`config.mk`:
```
export PLATFORM = sky130hd
export DESIGN_NAME = inst_fetch_unit
export DESIGN_NICKNAME = d
export VERILOG_FILES = /design/src/rtl/fetch_pkg.sv /design/src/rtl/fetch_fifo.sv /design/src/rtl/inst_fetch_unit.sv
export SDC_FILE = /design/constraint.sdc
export NUM_CORES = 1
export LEC_CHECK = 0
export ABC_AREA = 1
export CORE_UTILIZATION = 45
export DETAILED_ROUTE_END_ITERATION = 10
export PLACE_DENSITY = 0.67
export SLEW_MARGIN = 30
export SYNTH_ARGS = -nofsm -noshare
export SYNTH_HDL_FRONTEND = slang
export SYNTH_SLANG_ARGS = --single-unit
```
`constraint.sdc`:
```
create_clock -name clk -period 12.7 [get_ports clk]
set_clock_uncertainty 0.05 [all_clocks]
set_input_delay 3.175 -clock clk [delete_from_list [all_inputs] [get_ports clk]]
set_output_delay 3.175 -clock clk [all_outputs]
set_load 0.05 [all_outputs]
```
`src/rtl/fetch_pkg.sv`:
```
// Shared types and constants for the RV64I instruction fetch stage.
package fetch_pkg;

  localparam int unsigned XLEN_DEF = 64;
  localparam logic [31:0] NOP_INST = 32'h00000013;

  // One instruction-queue entry handed to decode
  typedef struct packed {
    logic [31:0]         inst;
    logic [XLEN_DEF-1:0] pc;
    logic                misalign;
  } entry_t;

endpackage

```
`src/rtl/fetch_fifo.sv`:
```
// Small synchronous FIFO with flush; head is the oldest stored entry.
// DEPTH must be a power of two and at least 2.
module fetch_fifo #(
  parameter int unsigned WIDTH = 8,
  parameter int unsigned DEPTH = 2
) (
  input  logic                     clk,
  input  logic                     rst,
  input  logic                     push,
  input  logic [WIDTH-1:0]         push_data,
  input  logic                     pop,
  input  logic                     flush,
  output logic [$clog2(DEPTH):0]   count,
  output logic [WIDTH-1:0]         head
);

  localparam int unsigned AW = $clog2(DEPTH);
  localparam int unsigned CW = AW + 1;

  logic [WIDTH-1:0] mem [DEPTH];
  logic [AW-1:0]    wr_ptr;
  logic [AW-1:0]    rd_ptr;

  // Pointer and occupancy tracking; flush discards everything at once
  always_ff @(posedge clk) begin
    if (rst || flush) begin
      wr_ptr <= '0;
      rd_ptr <= '0;
      count  <= '0;
    end else begin
      if (push) wr_ptr <= wr_ptr + AW'(1);
      if (pop)  rd_ptr <= rd_ptr + AW'(1);
      count <= count + CW'(push) - CW'(pop);
    end
  end

  // Storage array, not reset
  always_ff @(posedge clk) begin
    if (!rst && !flush && push) mem[wr_ptr] <= push_data;
  end

  assign head = mem[rd_ptr];

endmodule

```
`src/rtl/inst_fetch_unit.sv`:
```
// Fetch stage: owns the PC, issues in-order word fetches under a credit limit,
// queues returned instructions for decode and squashes stale responses after
// a redirect. Optional macro FETCH_MISALIGN_TRAP_EN adds port id_misalign and
// turns misaligned redirect targets into a single trap entry.
module inst_fetch_unit import fetch_pkg::*; #(
  parameter int unsigned     XLEN       = XLEN_DEF,
  parameter logic [XLEN-1:0] RESET_PC   = '0,
  parameter int unsigned     FIFO_DEPTH = 2
) (
  input  logic            clk,
  input  logic            rst,
  output logic            imem_req_valid,
  input  logic            imem_req_ready,
  output logic [XLEN-1:0] imem_req_addr,
  input  logic            imem_rsp_valid,
  input  logic [31:0]     imem_rsp_data,
  input  logic            redirect_valid,
  input  logic [XLEN-1:0] redirect_pc,
  output logic            id_valid,
  input  logic            id_ready,
  output logic [31:0]     id_inst,
  output logic [XLEN-1:0] id_pc
`ifdef FETCH_MISALIGN_TRAP_EN
  ,
  output logic            id_misalign
`endif
);

  localparam int unsigned CW = $clog2(FIFO_DEPTH) + 1;
  localparam logic [0:0] RUN   = 1'b0;
  localparam logic [0:0] DRAIN = 1'b1;

  logic [0:0]      state_q, state_d;
  logic [XLEN-1:0] pc_q, pc_d;
  logic [CW-1:0]   drop_q, drop_d;
  logic [CW-1:0]   outstanding;
  logic [CW-1:0]   q_count, tag_count;
  logic            q_push, q_pop, q_flush, q_empty;
  logic            tag_push, tag_pop;
  logic            req_fire;
  entry_t          q_push_data, q_head;
  logic [XLEN-1:0] tag_head;
`ifdef FETCH_MISALIGN_TRAP_EN
  logic            halt_q, halt_d;
  logic            trap_q, trap_d;
`endif

  // Live tags plus responses still to be squashed equals requests in flight
  assign outstanding = tag_count + drop_q;
  assign q_empty     = (q_count == '0);

  // Credit-limited request issue; never in a redirect cycle
  assign imem_req_valid = !rst && !redirect_valid && ((outstanding + q_count) < CW'(FIFO_DEPTH))
`ifdef FETCH_MISALIGN_TRAP_EN
                          && !halt_q
`endif
                          ;
  assign imem_req_addr = pc_q;
  assign req_fire      = imem_req_valid && imem_req_ready;

  // Decode view of the queue head; misaligned trap entries always carry a NOP
  assign id_valid = !q_empty;
  assign id_inst  = (q_empty || q_head.misalign) ? NOP_INST : q_head.inst;
  assign id_pc    = q_empty ? '0 : XLEN'(q_head.pc);
`ifdef FETCH_MISALIGN_TRAP_EN
  assign id_misalign = !q_empty && q_head.misalign;
`endif

  // Next-state: PC, squash count, queue control; redirect overrides everything
  always_comb begin
    state_d     = state_q;
    pc_d        = pc_q;
    drop_d      = drop_q;
    q_push      = 1'b0;
    q_pop       = 1'b0;
    q_flush     = 1'b0;
    tag_push    = 1'b0;
    tag_pop     = 1'b0;
    q_push_data = '{inst: imem_rsp_data, pc: XLEN_DEF'(tag_head), misalign: 1'b0};
`ifdef FETCH_MISALIGN_TRAP_EN
    halt_d      = halt_q;
    trap_d      = trap_q;
`endif
    if (redirect_valid) begin
      q_flush = 1'b1;
      drop_d  = outstanding - CW'(imem_rsp_valid);
`ifdef FETCH_MISALIGN_TRAP_EN
      if (redirect_pc[1:0] != 2'b00) begin
        pc_d   = redirect_pc;
        halt_d = 1'b1;
        trap_d = 1'b1;
      end else begin
        pc_d   = redirect_pc;
        halt_d = 1'b0;
        trap_d = 1'b0;
      end
`else
      pc_d = redirect_pc & ~XLEN'(3);
`endif
    end else begin
      q_pop = !q_empty && id_ready;
      if (req_fire) begin
        pc_d     = pc_q + XLEN'(4);
        tag_push = 1'b1;
      end
      if (imem_rsp_valid) begin
        if (state_q == DRAIN) begin
          drop_d = drop_q - CW'(1);
        end else begin
          q_push  = 1'b1;
          tag_pop = 1'b1;
        end
      end
`ifdef FETCH_MISALIGN_TRAP_EN
      // Trap entry once all stale responses are gone (nothing else in flight)
      if (trap_q && state_q == RUN) begin
        q_push      = 1'b1;
        q_push_data = '{inst: NOP_INST, pc: XLEN_DEF'(pc_q), misalign: 1'b1};
        trap_d      = 1'b0;
      end
`endif
    end
    state_d = (drop_d != '0) ? DRAIN : RUN;
  end

  // State register
  always_ff @(posedge clk) begin
    if (rst) begin
      state_q <= RUN;
      pc_q    <= RESET_PC;
      drop_q  <= '0;
`ifdef FETCH_MISALIGN_TRAP_EN
      halt_q  <= 1'b0;
      trap_q  <= 1'b0;
`endif
    end else begin
      state_q <= state_d;
      pc_q    <= pc_d;
      drop_q  <= drop_d;
`ifdef FETCH_MISALIGN_TRAP_EN
      halt_q  <= halt_d;
      trap_q  <= trap_d;
`endif
    end
  end

  fetch_fifo #(.WIDTH($bits(entry_t)), .DEPTH(FIFO_DEPTH)) u_inst_q (
    .clk       (clk),
    .rst       (rst),
    .push      (q_push),
    .push_data (q_push_data),
    .pop       (q_pop),
    .flush     (q_flush),
    .count     (q_count),
    .head      (q_head)
  );

  fetch_fifo #(.WIDTH(XLEN), .DEPTH(FIFO_DEPTH)) u_tag_q (
    .clk       (clk),
    .rst       (rst),
    .push      (tag_push),
    .push_data (pc_q),
    .pop       (tag_pop),
    .flush     (q_flush),
    .count     (tag_count),
    .head      (tag_head)
  );

endmodule

```
==> Word-level counts from Yosys, hierarchy flattened <==
Memory sizes are Yosys's and may differ from the RTL's. A register that Yosys moved wholly into a read port is not among the register bits.
Index checks and enable logic that the tools add are counted.
{ "totals": {"reg_bits": 75, "latchBits": 0, "ramBits": 320, "mem_bits_ro": 0, "input_bits": 102, "out_inout_bits": 162, "n_memories": 2} }
{ "classes": {"n_addsub": 13, "mul": 0, "div": 0, "order_cmp": 1, "eq_ne": 0, "shifts": 0, "n_mux": 23, "bitwise_logic": 0, "n_reduce_logical": 17} }
{ "memory_table": {"columns": ["name", "depth", "width", "read_ports", "rd_ports_with_merged_regs", "wr", "line_no", "text"], "rows": [
  ["u_inst_q.mem", 2, 96, 1, 1, 1, "fetch_fifo.sv:20", "logic [WIDTH-1:0] mem [DEPTH];"],
  ["u_tag_q.mem", 2, 64, 1, 1, 1, "fetch_fifo.sv:20", null]
]} }
{ "ops": {"columns": ["cell", "n"], "rows": [
  ["two-way mux 64 bit", 3],
  ["adder 64 x 3 -> 64 bit (second input constant)", 1],
  ["two-way mux 32 bit", 1],
  ["two-way mux 1 bit", 16],
  ["logical AND 1 bit", 7],
  ["two-way mux 2 bit", 3],
  ["subtractor 2 x 1 -> 2 bit", 3],
  ["adder 1 bit (second input constant)", 4],
  ["adder 2 x 1 -> 2 bit", 2],
  ["adder 2 bit", 2],
  ["logical NOT 1 bit", 4],
  ["nonzero test 2 bit", 2],
  ["logical NOT 2 bit", 1],
  ["< comparator 2 bit (second input constant)", 1],
  ["OR reduction 2 bit", 1],
  ["subtractor 2 x 1 -> 2 bit (second input constant)", 1],
  ["logical OR 1 bit", 1],
  ["logical OR 1 bit (second input constant)", 1]
]} }

==> Longest topological paths before layout <==
Gate-level depths: netlist of run 1.
{ "logic_depth": {"word_depth": 10, "ltp_mapped": 13, "mapped_depth_nobuf": 12} }

==> By module <==
A second synthesis of run 1 with hierarchy kept.
{ "unflattened": {"cells_unflattened": 1679, "hier_area_um2": 18470.2} }
{ "by_module_without_submodules": {"columns": ["mod", "n_inst", "cells_each", "area_each_um2", "seq_area_each_um2"], "rows": [
  ["fetch_fifo (u_inst_q)", 1, 333, 7342.0, 5925.7],
  ["inst_fetch_unit", 1, 1116, 5982.0, 1301.2],
  ["fetch_fifo (u_tag_q)", 1, 230, 5146.2, 3943.8]
]} }

==> Least setup slack after synthesis of run 1 <==
OpenSTA, ideal clock, no wires.
{ "synth_path": {"kind": "input to register", "startpoint": "in redirect_valid", "endpoint": "mem u_inst_q.mem[0][10] in the netlist's numbering (enable)", "setup_time_ns": 0.662, "t_arrival_ns": 10.152, "t_required_ns": 11.988, "slack_ns": 1.836, "cell_stages": 4, "n_path_buf": 1, "cell_sequence": "clkbuf_1 > nor2_2 > inv_1 > nor3_1"} }
{ "synth_via": {"elab_chain_cells": 6, "word_cells_on_any_way": 7} }
{ "synth_rtl": {"columns": ["item", "line_no", "text"], "rows": [
  ["start, declared", "inst_fetch_unit.sv:17", "input logic redirect_valid,"],
  ["two-way mux 1 bit", "inst_fetch_unit.sv:84", "if (redirect_valid) begin"],
  ["logical NOT 1 bit", "fetch_fifo.sv:39", "if (!rst && !flush && push) mem[wr_ptr] <= push_data;"],
  ["logical AND 1 bit", "fetch_fifo.sv:39", null],
  ["logical AND 1 bit *", "fetch_fifo.sv:39", null],
  ["two-way mux 1 bit *", "fetch_fifo.sv:39", null],
  ["two-way mux 1 bit (implied by the code) *", "fetch_fifo.sv:39", null],
  ["end, declared", "fetch_fifo.sv:20", null]
]} }
Mark *: on every way between the ends. The rest lies on a longest branch, timed or not.

==> Worst setup path after layout of run 1 <==
{ "layout_path": {"startpoint": "in rst", "endpoint": "out imem_req_valid"} }
{ "layout_via": {"elab_chain_cells": 3} }
{ "layout_rtl": {"columns": ["item", "line_no", "text"], "rows": [
  ["start, declared", "inst_fetch_unit.sv:11", "input logic rst,"],
  ["logical NOT 1 bit", "inst_fetch_unit.sv:53", "assign imem_req_valid = !rst && !redirect_valid && ((outstanding + q_count) < CW'(FIFO_DEPTH))"],
  ["logical AND 1 bit (2 in series)", "inst_fetch_unit.sv:53", null],
  ["end, declared", "inst_fetch_unit.sv:12", "output logic imem_req_valid,"]
]} }
No other way between the ends.

==> results of run 1 <==
[worst max-delay path, cell delays in order]
cell and delay (ns):
sky130_fd_sc_hd__clkdlybuf4s50_1 0.39, sky130_fd_sc_hd__buf_4 0.27, sky130_fd_sc_hd__nor2_2 0.37, sky130_fd_sc_hd__nand3_1 0.17
sky130_fd_sc_hd__inv_1 0.08, sky130_fd_sc_hd__clkdlybuf4s50_1 0.79
[Yosys cell counts, types with 3 or more instances]
master,instances,share of area [%]
sky130_fd_sc_hd__clkbuf_1,48,1.0
sky130_fd_sc_hd__nor2_2,9,0.32
sky130_fd_sc_hd__dfxtp_1,75,8.5
sky130_fd_sc_hd__buf_2,7,0.20
sky130_fd_sc_hd__nand3_1,125,3.6
sky130_fd_sc_hd__nor3_1,8,0.23
sky130_fd_sc_hd__nand2_2,5,0.18
sky130_fd_sc_hd__nand3_2,3,0.17
sky130_fd_sc_hd__buf_4,10,0.43
sky130_fd_sc_hd__xor2_1,3,0.15
sky130_fd_sc_hd__inv_2,5,0.11
sky130_fd_sc_hd__nor2_4,7,0.45
sky130_fd_sc_hd__inv_1,155,3.3
sky130_fd_sc_hd__nand2_1,613,13
sky130_fd_sc_hd__ha_1,6,0.43
sky130_fd_sc_hd__edfxtp_1,312,53
sky130_fd_sc_hd__nand4_1,17,0.60
sky130_fd_sc_hd__buf_1,7,0.15
sky130_fd_sc_hd__o21ai_0,8,0.23
sky130_fd_sc_hd__o21bai_1,3,0.13
sky130_fd_sc_hd__xnor2_1,14,0.70
sky130_fd_sc_hd__mux2_2,62,4.0
sky130_fd_sc_hd__a21boi_0,6,0.26
sky130_fd_sc_hd__or2_2,8,0.28
sky130_fd_sc_hd__o21a_1,3,0.13
sky130_fd_sc_hd__a21oi_1,130,3.7
sky130_fd_sc_hd__nor2_1,163,3.5
[power by group through the flow]
stage               Combinational [mW]  Clock, mW  Sequential [mW]
global placement                 0.308          0             1.48
finish                           0.314       1.17             1.45
floorplan                        0.160          0             1.51
global route                     0.339       1.25             1.46
detailed placement               0.314          0             1.48
CTS                              0.316       1.20             1.45
[cells by family after synthesis]
group | count (synthesis) | share of synthesized area, %
adder cells (fa/ha/maj) | 6 | 0.427
multiplexers | 62 | 3.97
AND/OR/NAND/NOR | 967 | 22.9
other | 1 | 0.0213
XOR/XNOR | 17 | 0.847
AO/OA/AOI/OAI | 154 | 4.61
buffers and inverters | 235 | 5.37
flip-flops | 387 | 61.8
[layout make-up]
class | count | area, µm² | area share (%)
Clock buffer | 59 | 1130 | 5.15
Clock inverter | 16 | 183 | 0.829
Inverter | 161 | 606 | 2.75
Multi-Input combinational cell | 1210 | 5810 | 26.4
Sequential cell | 387 | 10900 | 49.4
Tap cell | 518 | 648 | 2.94
Timing Repair Buffer | 275 | 2770 | 12.6
[path summary, 6_finish.rpt]
path	to
worst max-delay path	imem_req_valid
worst min-delay path	register
worst max register to register	u_tag_q.mem[1][47]$_DFFE_PP_
worst min register to register	register
[flip-flops by register name, summed over array words and instances (netlist names), 2 cells and up, named ones only]
register,cells
u_inst_q.mem,188
u_tag_q.mem,124
imem_req_addr,62
drop_q,2
u_inst_q.count,2
u_tag_q.count,2
[through the flow]
step	hold WS, ns	util (%)	cells	setup slack [ns]
final	0.423	57.1	2626	4.21
after global routing	0.434	57.1	2626	4.11
after CTS	0.421	57.0	2624	4.20
after global placement	0.392	53.5	2547	4.21
after detailed placement	0.405	53.6	2549	4.21
after floorplan	0.397	-	1832	1.84
[layer usage]
metal | global-route usage, % | wire length, µm | share of wire [%] | vias up
met5 | 0 | 0 | 0 | -
met4 | 6.42 | 976 | 2.0 | 0
li1 | - | - | - | 6544
met3 | 4.00 | 2830 | 5.9 | 67
met2 | 39.8 | 22700 | 47 | 358
met1 | 34.1 | 21900 | 45 | 6344
==> load_flow_metrics.sql, run 1 <==
INSERT INTO impl_metrics (metric_group, metric, value, unit) VALUES
('status', 'run_status', 'finished, final reports clean', ''),
('clock_network', 'h-tree-depth', '2', ''),
('hold_path', 'hp-class', 'reg2reg', ''),
('power_and_ir_drop', 'intPower', '2.21', 'mW'),
('power_and_ir_drop', 'sequentialPowerShare', '49.3', '%'),
('final_layout', 'n_antenna_cell', '0', ''),
('timing', 'slew_headroom', '35.1', '%'),
('global_routing', 'largest_net_degree_at_the_start_of_global_routing', '70', ''),
('power_and_ir_drop', 'peakVddDrop', '84.4', 'µV'),
('yosys', 'synth.avg_cell_area', '9.61', 'µm²'),
('global_routing', 'global_router_s_overall_resource_usage', '24.5', '%'),
('final_layout', 'post_route_cells_drive_above_1_share', '8.97', '%'),
('timing', 'rsz0062_at_grt', 'false', ''),
('floorplan', 'design.portCount', '264', ''),
('power_and_ir_drop', 'net_switching', '727', 'µW'),
('yosys', 'async_reset_ff_share', '0', '%'),
('clock_network', 'cts.root.buffer_cell', 'sky130_fd_sc_hd__clkbuf_16', ''),
('clock_network', 'cts_tree', 'built', ''),
('drt', 'route.detailed.drc', '0', ''),
('drt', 'drt-vias-per-instance', '5.07', ''),
('setup_path', 'worst_setup_path_startpoint', 'rst', ''),
('drt', 'drt_iter0_drc', '796', ''),
('timing', 'totalNegativeSetupSlack', '0', 'ns'),
('clock_network', 'post-cts-setup-buffers', '0', ''),
('final_layout', 'final_net_count', '2184', ''),
('power_and_ir_drop', 'power_density', '133', 'mW/mm²'),
('setup_path', 'launch_instance_of_the_worst_register_to_register_path', 'drop_q[0]$_SDFF_PP0_', ''),
('final_layout', 'commonest_non_fill_non_tap_cell_in_the_layout', 'sky130_fd_sc_hd__nand2_1', ''),
('clock_network', 'clockBufferDepth', '3', ''),
('floorplan', 'die-height', '200', 'µm'),
('final_layout', 'most-common-layout-cells', '613 x sky130_fd_sc_hd__nand2_1, 312 x sky130_fd_sc_hd__edfxtp_1, 256 x sky130_fd_sc_hd__clkdlybuf4s50_1, 159 x sky130_fd_sc_hd__nor2_1, 154 x sky130_fd_sc_hd__inv_1', ''),
('setup_path', 'path_max_fanout', '38', ''),
('timing', 'finalCritPeriodShare', '66.8', '%'),
('placement', 'io_buffers', '257', ''),
('global_routing', 'grt_first_pass_wirelength', '73.9', 'mm'),
('clock_network', 'cts.reportedPaths.clkPinSlew', '0.06', 'ns'),
('drt', 'detail_route.wirelength', '48.4', 'mm'),
('floorplan', 'die_width', '200', 'µm'),
('power_and_ir_drop', 'power_switching_share', '24.7', '%'),
('floorplan', 'floorplan.die_area', '0.0399', 'mm²'),
('clock_network', 'cts_made_buffers', '41', ''),
('global_routing', 'grt_overflow_total', '0', ''),
('setup_path', 'crit_required', '9.47', 'ns'),
('power_and_ir_drop', 'total_power', '2.94', 'mW'),
('drt', 'antenna_violating_nets_post_route', '0', ''),
('timing', 'setup-violations-final', '0', ''),
('timing', 'timing.final.crit_period', '8.49', 'ns'),
('drt', 'detail_route.first_pass.iterations', '5', ''),
('clock_network', 'hold_buffers', '0', ''),
('clock_network', 'clock_insertion_delay_worst_skew', '0.57', 'ns'),
('hold_path', 'holdPathStages', '2', ''),
('clock_network', 'cts_sinks', '387', ''),
('final_layout', 'nFillCells', '3385', ''),
('yosys', 'synth-main-ff-cell', 'sky130_fd_sc_hd__edfxtp_1', ''),
('yosys', 'synth_seq_area_share', '61.8', '%'),
('final_layout', 'area_delta_synth_final', '25.3', '%'),
('floorplan', 'floorplan.core_area', '0.0386', 'mm²'),
('timing', 'worst_pin_slew', '0.973', 'ns'),
('setup_path', 'r2r_cells', '8', ''),
('power_and_ir_drop', 'share_of_power_burned_in_the_clock_network', '40.0', '%'),
('power_and_ir_drop', 'p_leak', '8.28', 'nW'),
('hold_path', 'hp-start', 'u_inst_q.rd_ptr$_SDFFE_PP0P_', ''),
('placement', 'detailed_place_hpwl', '32.9', 'mm'),
('drt', 'routed-via-count', '13313', ''),
('floorplan', 'placement_rows', '72', ''),
('timing', 'finalHoldViolCount', '0', ''),
('yosys', 'synth-seq-cells', '387', ''),
('global_routing', 'antenna_found_initial', '0', ''),
('run', 'max_cap_violations', '0', ''),
('floorplan', 'initial_core_util', '45.6', '%'),
('placement', 'placedInstanceArea', '0.0207', 'mm²');
Power figures use the tool's default switching activity.
==> run 2, diff against run 1 <==
--- a/config.mk
+++ b/config.mk
@@ -8,7 +8,7 @@
 export ABC_AREA = 1
 export CORE_UTILIZATION = 45
 export DETAILED_ROUTE_END_ITERATION = 10
-export PLACE_DENSITY = 0.67
+export PLACE_DENSITY = 0.7
 export SLEW_MARGIN = 30
 export SYNTH_ARGS = -nofsm -noshare
 export SYNTH_HDL_FRONTEND = slang
==> constraint.sdc (replaced) <==
create_clock -name clk -period 6.9 [get_ports clk]
set_clock_uncertainty 0.05 [all_clocks]
set_input_delay 1.725 -clock clk [delete_from_list [all_inputs] [get_ports clk]]
set_output_delay 1.725 -clock clk [all_outputs]
set_load 0.05 [all_outputs]
==> run 2 against run 1 <==
Net effect:
- clock power rose by 84%
- die area unchanged
- via count is 0.45% higher
- global-route usage fell by 0.89 points
- non-clock buffer count shrank 1
- register-to-register slack got worse by 5.9 ns
- sequential cell count unchanged
- cell count is essentially flat
- core utilization shrank 0.081 points
- sequential power rose by 84%
- total power rose by 83%
- critical endpoint unchanged
- largest power group unchanged
- highest routed layer is now met5
==> load_flow_metrics.sql, run 2 (synthesized netlist as in run 1, its figures left out) <==
INSERT INTO impl_metrics (metric_group, metric, value, unit) VALUES
('final_layout', 'postLayoutCellArea', '0.0220', 'mm²'),
('placement', 'io_buffers', '257', ''),
('clock_network', 'hold_buffers', '0', ''),
('drt', 'route.detailed.drc', '0', ''),
('floorplan', 'floorplan.core_area', '0.0386', 'mm²'),
('drt', 'detail_route.wirelength', '47.8', 'mm'),
('drt', 'antenna_violating_nets_post_route', '0', ''),
('timing', 'rsz0062_at_grt', 'false', ''),
('setup_path', 'timing.rr.end', 'imem_req_addr[21]$_SDFFE_PP0P_', ''),
('floorplan', 'die-height', '200', 'µm'),
('power_and_ir_drop', 'intPower', '4.07', 'mW'),
('final_layout', 'commonest_non_fill_non_tap_cell_in_the_layout', 'sky130_fd_sc_hd__nand2_1', ''),
('global_routing', 'global_router_s_overall_resource_usage', '23.7', '%'),
('power_and_ir_drop', 'power_switching_share', '24.6', '%'),
('timing', 'slew_headroom', '31.9', '%'),
('clock_network', 'cts_sinks', '387', ''),
('setup_path', 'worst_setup_path_startpoint', 'rst', ''),
('clock_network', 'cts_made_buffers', '41', ''),
('global_routing', 'largest_net_degree_at_the_start_of_global_routing', '69', ''),
('drt', 'drt-vias-per-instance', '5.09', ''),
('placement', 'placedInstanceArea', '0.0207', 'mm²'),
('hold_path', 'hp-class', 'reg2reg', ''),
('global_routing', 'antenna_found_initial', '3', ''),
('setup_path', 'critical_path.cell_chain', 'clkdlybuf4s50_1 -> nor2_2 -> nand3_1 -> inv_1 -> clkdlybuf4s50_1', ''),
('setup_path', 'critical-path-max-stage-delay', '0.80', 'ns'),
('setup_path', 'worst_setup_sp_type', 'primary input', ''),
('timing', 'totalNegativeSetupSlack', '0', 'ns'),
('final_layout', 'final_net_count', '2183', ''),
('timing', 'worst_pin_slew', '1.02', 'ns'),
('floorplan', 'design.portCount', '264', ''),
('floorplan', 'initial_core_util', '45.6', '%'),
('setup_path', 'timing.setup.critical_path_class', 'in2out', ''),
('clock_network', 'h-tree-depth', '2', ''),
('timing', 'timing.final.crit_period', '5.35', 'ns'),
('setup_path', 'path_common_cell', 'sky130_fd_sc_hd__clkdlybuf4s50_1', ''),
('setup_path', 'cp_num_cells', '5', ''),
('setup_path', 'crit_required', '5.12', 'ns'),
('power_and_ir_drop', 'peakVddDrop', '183', 'µV'),
('power_and_ir_drop', 'power_density', '245', 'mW/mm²'),
('global_routing', 'grt_first_pass_wirelength', '71.4', 'mm'),
('setup_path', 'path_buf_inv', '3', ''),
('clock_network', 'clockBufferDepth', '3', ''),
('setup_path', 'flop2flop_setup_slack', '3.92', 'ns'),
('setup_path', 'family_with_the_most_delay_on_the_worst_path', 'buffers and inverters', ''),
('setup_path', 'path_max_fanout', '8', ''),
('timing', 'fin_worst_hold_slack', '0.426', 'ns'),
('timing', 'finalCritPeriodShare', '77.5', '%'),
('clock_network', 'cts.root.buffer_cell', 'sky130_fd_sc_hd__clkbuf_16', ''),
('floorplan', 'placement_rows', '72', ''),
('timing', 'finalHoldViolCount', '0', ''),
('power_and_ir_drop', 'net_switching', '1.33', 'mW'),
('global_routing', 'first_global_vias', '12668', ''),
('clock_network', 'post-cts-setup-buffers', '0', ''),
('drt', 'drt_iter0_drc', '786', ''),
('setup_path', 'critPathCaptureType', 'output pin', ''),
('setup_path', 'worstPathArrival', '3.57', 'ns'),
('power_and_ir_drop', 'p_comb_share', '10.7', '%'),
('global_routing', 'grt_overflow_total', '0', ''),
('setup_path', 'cp_slowest_cell', 'sky130_fd_sc_hd__clkdlybuf4s50_1', ''),
('final_layout', 'most-common-layout-cells', '613 x sky130_fd_sc_hd__nand2_1, 312 x sky130_fd_sc_hd__edfxtp_1, 256 x sky130_fd_sc_hd__clkdlybuf4s50_1, 159 x sky130_fd_sc_hd__nor2_1, 154 x sky130_fd_sc_hd__inv_1', ''),
('setup_path', 'r2r_cells', '11', ''),
('drt', 'routed-via-count', '13373', ''),
('setup_path', 'launch_instance_of_the_worst_register_to_register_path', 'drop_q[0]$_SDFF_PP0_', ''),
('final_layout', 'area_delta_synth_final', '25.1', '%'),
('final_layout', 'largest_register_ffs', '188', ''),
('run', 'max_cap_violations', '0', ''),
('clock_network', 'cts.reportedPaths.clkPinSlew', '0.06', 'ns'),
('drt', 'detail_route.first_pass.iterations', '7', ''),
('clock_network', 'clock_insertion_delay_worst_skew', '0.55', 'ns'),
('status', 'run_status', 'finished, final reports clean', ''),
('timing', 'setup-violations-final', '0', ''),
('timing', 'max_freq', '187', 'MHz'),
('power_and_ir_drop', 'sequentialPowerShare', '49.5', '%'),
('placement', 'detailed_place_hpwl', '32.9', 'mm'),
('hold_path', 'holdPathStages', '2', ''),
('floorplan', 'floorplan.die_area', '0.0399', 'mm²'),
('timing', 'slew_viol_final', '0', ''),
('drt', 'route.detailed.wl_per_inst', '18.2', 'µm'),
('power_and_ir_drop', 'p_leak', '8.26', 'nW'),
('placement', 'routabilityCongestion', '0.906', ''),
('setup_path', 'timing.critical_path.to', 'imem_req_valid', ''),
('floorplan', 'die_width', '200', 'µm'),
('clock_network', 'cts_tree', 'built', ''),
('final_layout', 'largest_register', 'u_inst_q.mem', ''),
('power_and_ir_drop', 'share_of_power_burned_in_the_clock_network', '39.8', '%'),
('final_layout', 'post_route_cells_drive_above_1_share', '9.01', '%'),
('clock_network', 'ctsResizeCount', '0', '');
==> run 2: cell types whose count changed in the layout (fill, tap and decap cells not counted), sizes merged <==
cell      delta
buf          -1
clkbuf       -3
clkinv       +1
clkinvlp     +2
diode        +1
inv          +1
==> run 2: power by group through the flow <==
stage	clock network (mW)	logic (mW)	registers (mW)
final	2.15	0.576	2.67
after global placement	0	0.568	2.72
after detailed placement	0	0.576	2.72
after CTS	2.19	0.579	2.67
after floorplan	0	0.295	2.77
after global routing	2.27	0.617	2.68
==> run 2: worst min path at each step <==
stage	from	end	slack, ns
2_1_floorplan	u_tag_q.rd_ptr$_SDFFE_PP0P_	register	0.40
6_report	u_inst_q.rd_ptr$_SDFFE_PP0P_	u_inst_q.rd_ptr$_SDFFE_PP0P_	0.43
4_1_cts	u_inst_q.rd_ptr$_SDFFE_PP0P_	u_inst_q.rd_ptr$_SDFFE_PP0P_	0.43
3_3_place_gp	u_tag_q.rd_ptr$_SDFFE_PP0P_	register	0.40
5_1_grt	u_tag_q.rd_ptr$_SDFFE_PP0P_	register	0.45
3_5_place_dp	u_tag_q.rd_ptr$_SDFFE_PP0P_	register	0.42
==> run 2: layer usage <==
layer	GRT usage [%]	vias up	wire (µm)
met5	0	-	27
met4	6.36	4	816
met3	3.86	57	2790
met2	39.1	379	22800
met1	32.2	6393	21400
li1	-	6540	-
==> run 2: cell type report <==
class	instances	area [µm²]
fillers	3388	16600
repair buffers	274	2730
multi-input cells	1210	5830
flip-flops and latches	387	10900
clock inverters	20	184
inverters	161	606
clock buffers	56	1120
well taps	518	648
diodes	1	2.50
==> run 2: through the flow <==
stage	total power, mW	setup WS [ns]	util (%)	instances
floorplan	3.06	0.0926	-	1832
global placement	3.28	1.56	53.6	2549
detailed placement	3.30	1.56	53.6	2550
CTS	5.44	1.53	57.0	2626
global route	5.56	1.40	57.0	2626
finish	5.39	1.55	57.1	2627
==> run 2: worst min-delay path: stages, from the launching register on <==
cell and delay (ns):
sky130_fd_sc_hd__dfxtp_1 0.30, sky130_fd_sc_hd__inv_1 0.07, sky130_fd_sc_hd__a21oi_1 0.06
==> run 3, diff against run 2 <==
--- a/config.mk
+++ b/config.mk
@@ -8,7 +8,7 @@
 export ABC_AREA = 1
 export CORE_UTILIZATION = 45
 export DETAILED_ROUTE_END_ITERATION = 10
-export PLACE_DENSITY = 0.7
+export PLACE_DENSITY = 0.67
 export SLEW_MARGIN = 30
 export SYNTH_ARGS = -nofsm -noshare
 export SYNTH_HDL_FRONTEND = slang
==> constraint.sdc (replaced) <==
create_clock -name clk -period 5.4 [get_ports clk]
set_clock_uncertainty 0.05 [all_clocks]
set_input_delay 1.35 -clock clk [delete_from_list [all_inputs] [get_ports clk]]
set_output_delay 1.35 -clock clk [all_outputs]
set_load 0.05 [all_outputs]
==> run 3 against run 2 <==
Net effect:
- global-route usage rose by 0.25 points
- clock power rose by 27%
- critical path depth did not move
- cell area rose by 0.47%
- critical path type is now reg2out
==> load_flow_metrics.sql, run 3 (synthesized netlist as in run 1, its figures left out) <==
INSERT INTO impl_metrics (metric_group, metric, value, unit) VALUES
('floorplan', 'die_width', '200', 'µm'),
('final_layout', 'largest_register', 'u_inst_q.mem', ''),
('clock_network', 'h-tree-depth', '2', ''),
('power_and_ir_drop', 'power_switching_share', '24.7', '%'),
('run', 'max_cap_violations', '0', ''),
('global_routing', 'grt_most_used_layer', 'met2', ''),
('global_routing', 'global_router_s_overall_resource_usage', '23.9', '%'),
('power_and_ir_drop', 'power_density', '312', 'mW/mm²'),
('final_layout', 'layout.core_utilization', '57.3', '%'),
('floorplan', 'die-height', '200', 'µm'),
('timing', 'setup-violations-final', '0', ''),
('global_routing', 'grtUsageMet1', '32.6', '%'),
('setup_path', 'flop2flop_setup_slack', '2.77', 'ns'),
('power_and_ir_drop', 'sequentialPowerShare', '49.6', '%'),
('drt', 'detail_route.wirelength', '48.1', 'mm'),
('setup_path', 'worstPathArrival', '2.69', 'ns'),
('final_layout', 'commonest_non_fill_non_tap_cell_in_the_layout', 'sky130_fd_sc_hd__nand2_1', ''),
('status', 'run_status', 'finished, final reports clean', ''),
('setup_path', 'path_buf_inv', '3', ''),
('clock_network', 'cts_sinks', '387', ''),
('final_layout', 'area_delta_synth_final', '25.7', '%'),
('clock_network', 'clockBufferDepth', '3', ''),
('setup_path', 'timing.setup.critical_path_class', 'reg2out', ''),
('power_and_ir_drop', 'p_leak', '8.31', 'nW'),
('clock_network', 'cts.root.buffer_cell', 'sky130_fd_sc_hd__clkbuf_16', ''),
('final_layout', 'largest_register_ffs', '188', ''),
('setup_path', 'crit_required', '4.00', 'ns'),
('power_and_ir_drop', 'net_switching', '1.70', 'mW'),
('power_and_ir_drop', 'intPower', '5.19', 'mW'),
('power_and_ir_drop', 'share_of_power_burned_in_the_clock_network', '39.6', '%'),
('final_layout', 'final_net_count', '2192', ''),
('clock_network', 'cts_tree', 'built', ''),
('setup_path', 'cp_slowest_cell', 'sky130_fd_sc_hd__clkdlybuf4s50_1', ''),
('setup_path', 'family_with_the_most_delay_on_the_worst_path', 'buffers and inverters', ''),
('power_and_ir_drop', 'p_comb_share', '10.8', '%'),
('placement', 'detailed_place_hpwl', '33.4', 'mm'),
('timing', 'slew_viol_final', '0', ''),
('global_routing', 'grt_first_pass_wirelength', '71.8', 'mm'),
('power_and_ir_drop', 'peakVddDrop', '253', 'µV'),
('global_routing', 'grt.met2_usage', '39.1', '%'),
('drt', 'drt-vias-per-instance', '5.05', ''),
('final_layout', 'most-common-layout-cells', '613 x sky130_fd_sc_hd__nand2_1, 312 x sky130_fd_sc_hd__edfxtp_1, 255 x sky130_fd_sc_hd__clkdlybuf4s50_1, 159 x sky130_fd_sc_hd__nor2_1, 153 x sky130_fd_sc_hd__inv_1', ''),
('global_routing', 'largest_net_degree_at_the_start_of_global_routing', '95', ''),
('clock_network', 'post-cts-setup-buffers', '0', ''),
('timing', 'rsz0062_at_grt', 'false', ''),
('global_routing', 'antenna_found_initial', '2', ''),
('drt', 'route.detailed.wl_per_inst', '18.2', 'µm'),
('timing', 'totalNegativeSetupSlack', '0', 'ns'),
('clock_network', 'clock_insertion_delay_worst_skew', '0.55', 'ns'),
('timing', 'fin_worst_hold_slack', '0.417', 'ns'),
('clock_network', 'cts.reportedPaths.clkPinSlew', '0.06', 'ns'),
('drt', 'drt_iter0_drc', '729', ''),
('timing', 'max_freq', '244', 'MHz'),
('floorplan', 'floorplan.core_area', '0.0386', 'mm²'),
('floorplan', 'placement_rows', '72', ''),
('global_routing', 'grt_met3_use', '4.52', '%'),
('drt', 'detail_route.first_pass.iterations', '6', ''),
('placement', 'routabilityCongestion', '0.930', ''),
('global_routing', 'grt_overflow_total', '0', ''),
('floorplan', 'initial_core_util', '45.6', '%'),
('setup_path', 'worst_setup_sp_type', 'register', ''),
('timing', 'worst_pin_slew', '0.944', 'ns'),
('setup_path', 'path_max_fanout', '38', ''),
('timing', 'timing.final.crit_period', '4.09', 'ns'),
('clock_network', 'cts_made_buffers', '42', ''),
('drt', 'antenna_violating_nets_post_route', '0', ''),
('drt', 'route.detailed.drc', '0', ''),
('clock_network', 'hold_buffers', '0', ''),
('setup_path', 'critical-path-max-stage-delay', '0.82', 'ns'),
('setup_path', 'critical_path.cell_chain', 'nor2_4 -> buf_4 -> inv_1 -> nand3_1 -> clkdlybuf4s50_1', ''),
('setup_path', 'critPathCaptureType', 'output pin', ''),
('placement', 'io_buffers', '257', ''),
('timing', 'finalCritPeriodShare', '75.8', '%'),
('drt', 'routed-via-count', '13319', ''),
('timing', 'finalHoldViolCount', '0', ''),
('hold_path', 'hp-class', 'reg2reg', ''),
('global_routing', 'first_global_vias', '12484', ''),
('timing', 'slew_headroom', '36.7', '%'),
('floorplan', 'design.portCount', '264', ''),
('clock_network', 'ctsResizeCount', '0', ''),
('floorplan', 'floorplan.die_area', '0.0399', 'mm²'),
('final_layout', 'post_route_cells_drive_above_1_share', '9.45', '%');
run 3: power by group through the flow:
stage               Clock [mW]  Sequential, mW  Combinational (mW)
CTS                       2.79            3.42               0.748
floorplan                    0            3.54               0.377
global placement             0            3.47               0.731
detailed placement           0            3.48               0.744
finish                    2.73            3.42               0.744
global route              2.90            3.43               0.798
run 3: final timing paths:
kind,depth (start not counted),end,startpoint
worst max-delay path,5,id_inst[1],u_inst_q.count[1]$_SDFF_PP0_
worst min-delay path,2,register,u_inst_q.rd_ptr$_SDFFE_PP0P_
worst max register to register,10,imem_req_addr[17]$_SDFFE_PP0P_,drop_q[0]$_SDFF_PP0_
worst min register to register,2,register,u_inst_q.rd_ptr$_SDFFE_PP0P_
run 3: metal layers:
metal / up-vias / share of wire (%)
met1: 6353 / 45
met2: 344 / 47
li1: 6560 / -
met3: 62 / 6.0
met5: - / 0
met4: 0 / 2.0
run 3: layout make-up:
| cell class | instances | area [µm²] |
|---|---|---|
| antenna | 2 | 5.00 |
| clock buffer | 56 | 1140 |
| clock inverter | 21 | 165 |
| fill | 3398 | 16500 |
| inverter | 161 | 606 |
| multi-input combinational | 1210 | 5820 |
| sequential | 387 | 10900 |
| tap | 518 | 648 |
| timing repair buffer | 282 | 2840 |
run 3: through the flow:
step	setup slack, ns	total power, mW	instances	area [µm²]
3_3_place_gp	1.43	4.21	2556	20800
5_1_grt	1.14	7.13	2635	22100
4_1_cts	1.22	6.96	2635	22100
3_5_place_dp	1.41	4.22	2558	20800
2_1_floorplan	0.0699	3.92	1832	17600
6_report	1.31	6.89	2637	22100
run 3: tightest hold or removal path, cell delays in order (launching register included):
cell and delay [ns]:
sky130_fd_sc_hd__dfxtp_1 0.30, sky130_fd_sc_hd__inv_1 0.07, sky130_fd_sc_hd__a21oi_1 0.06
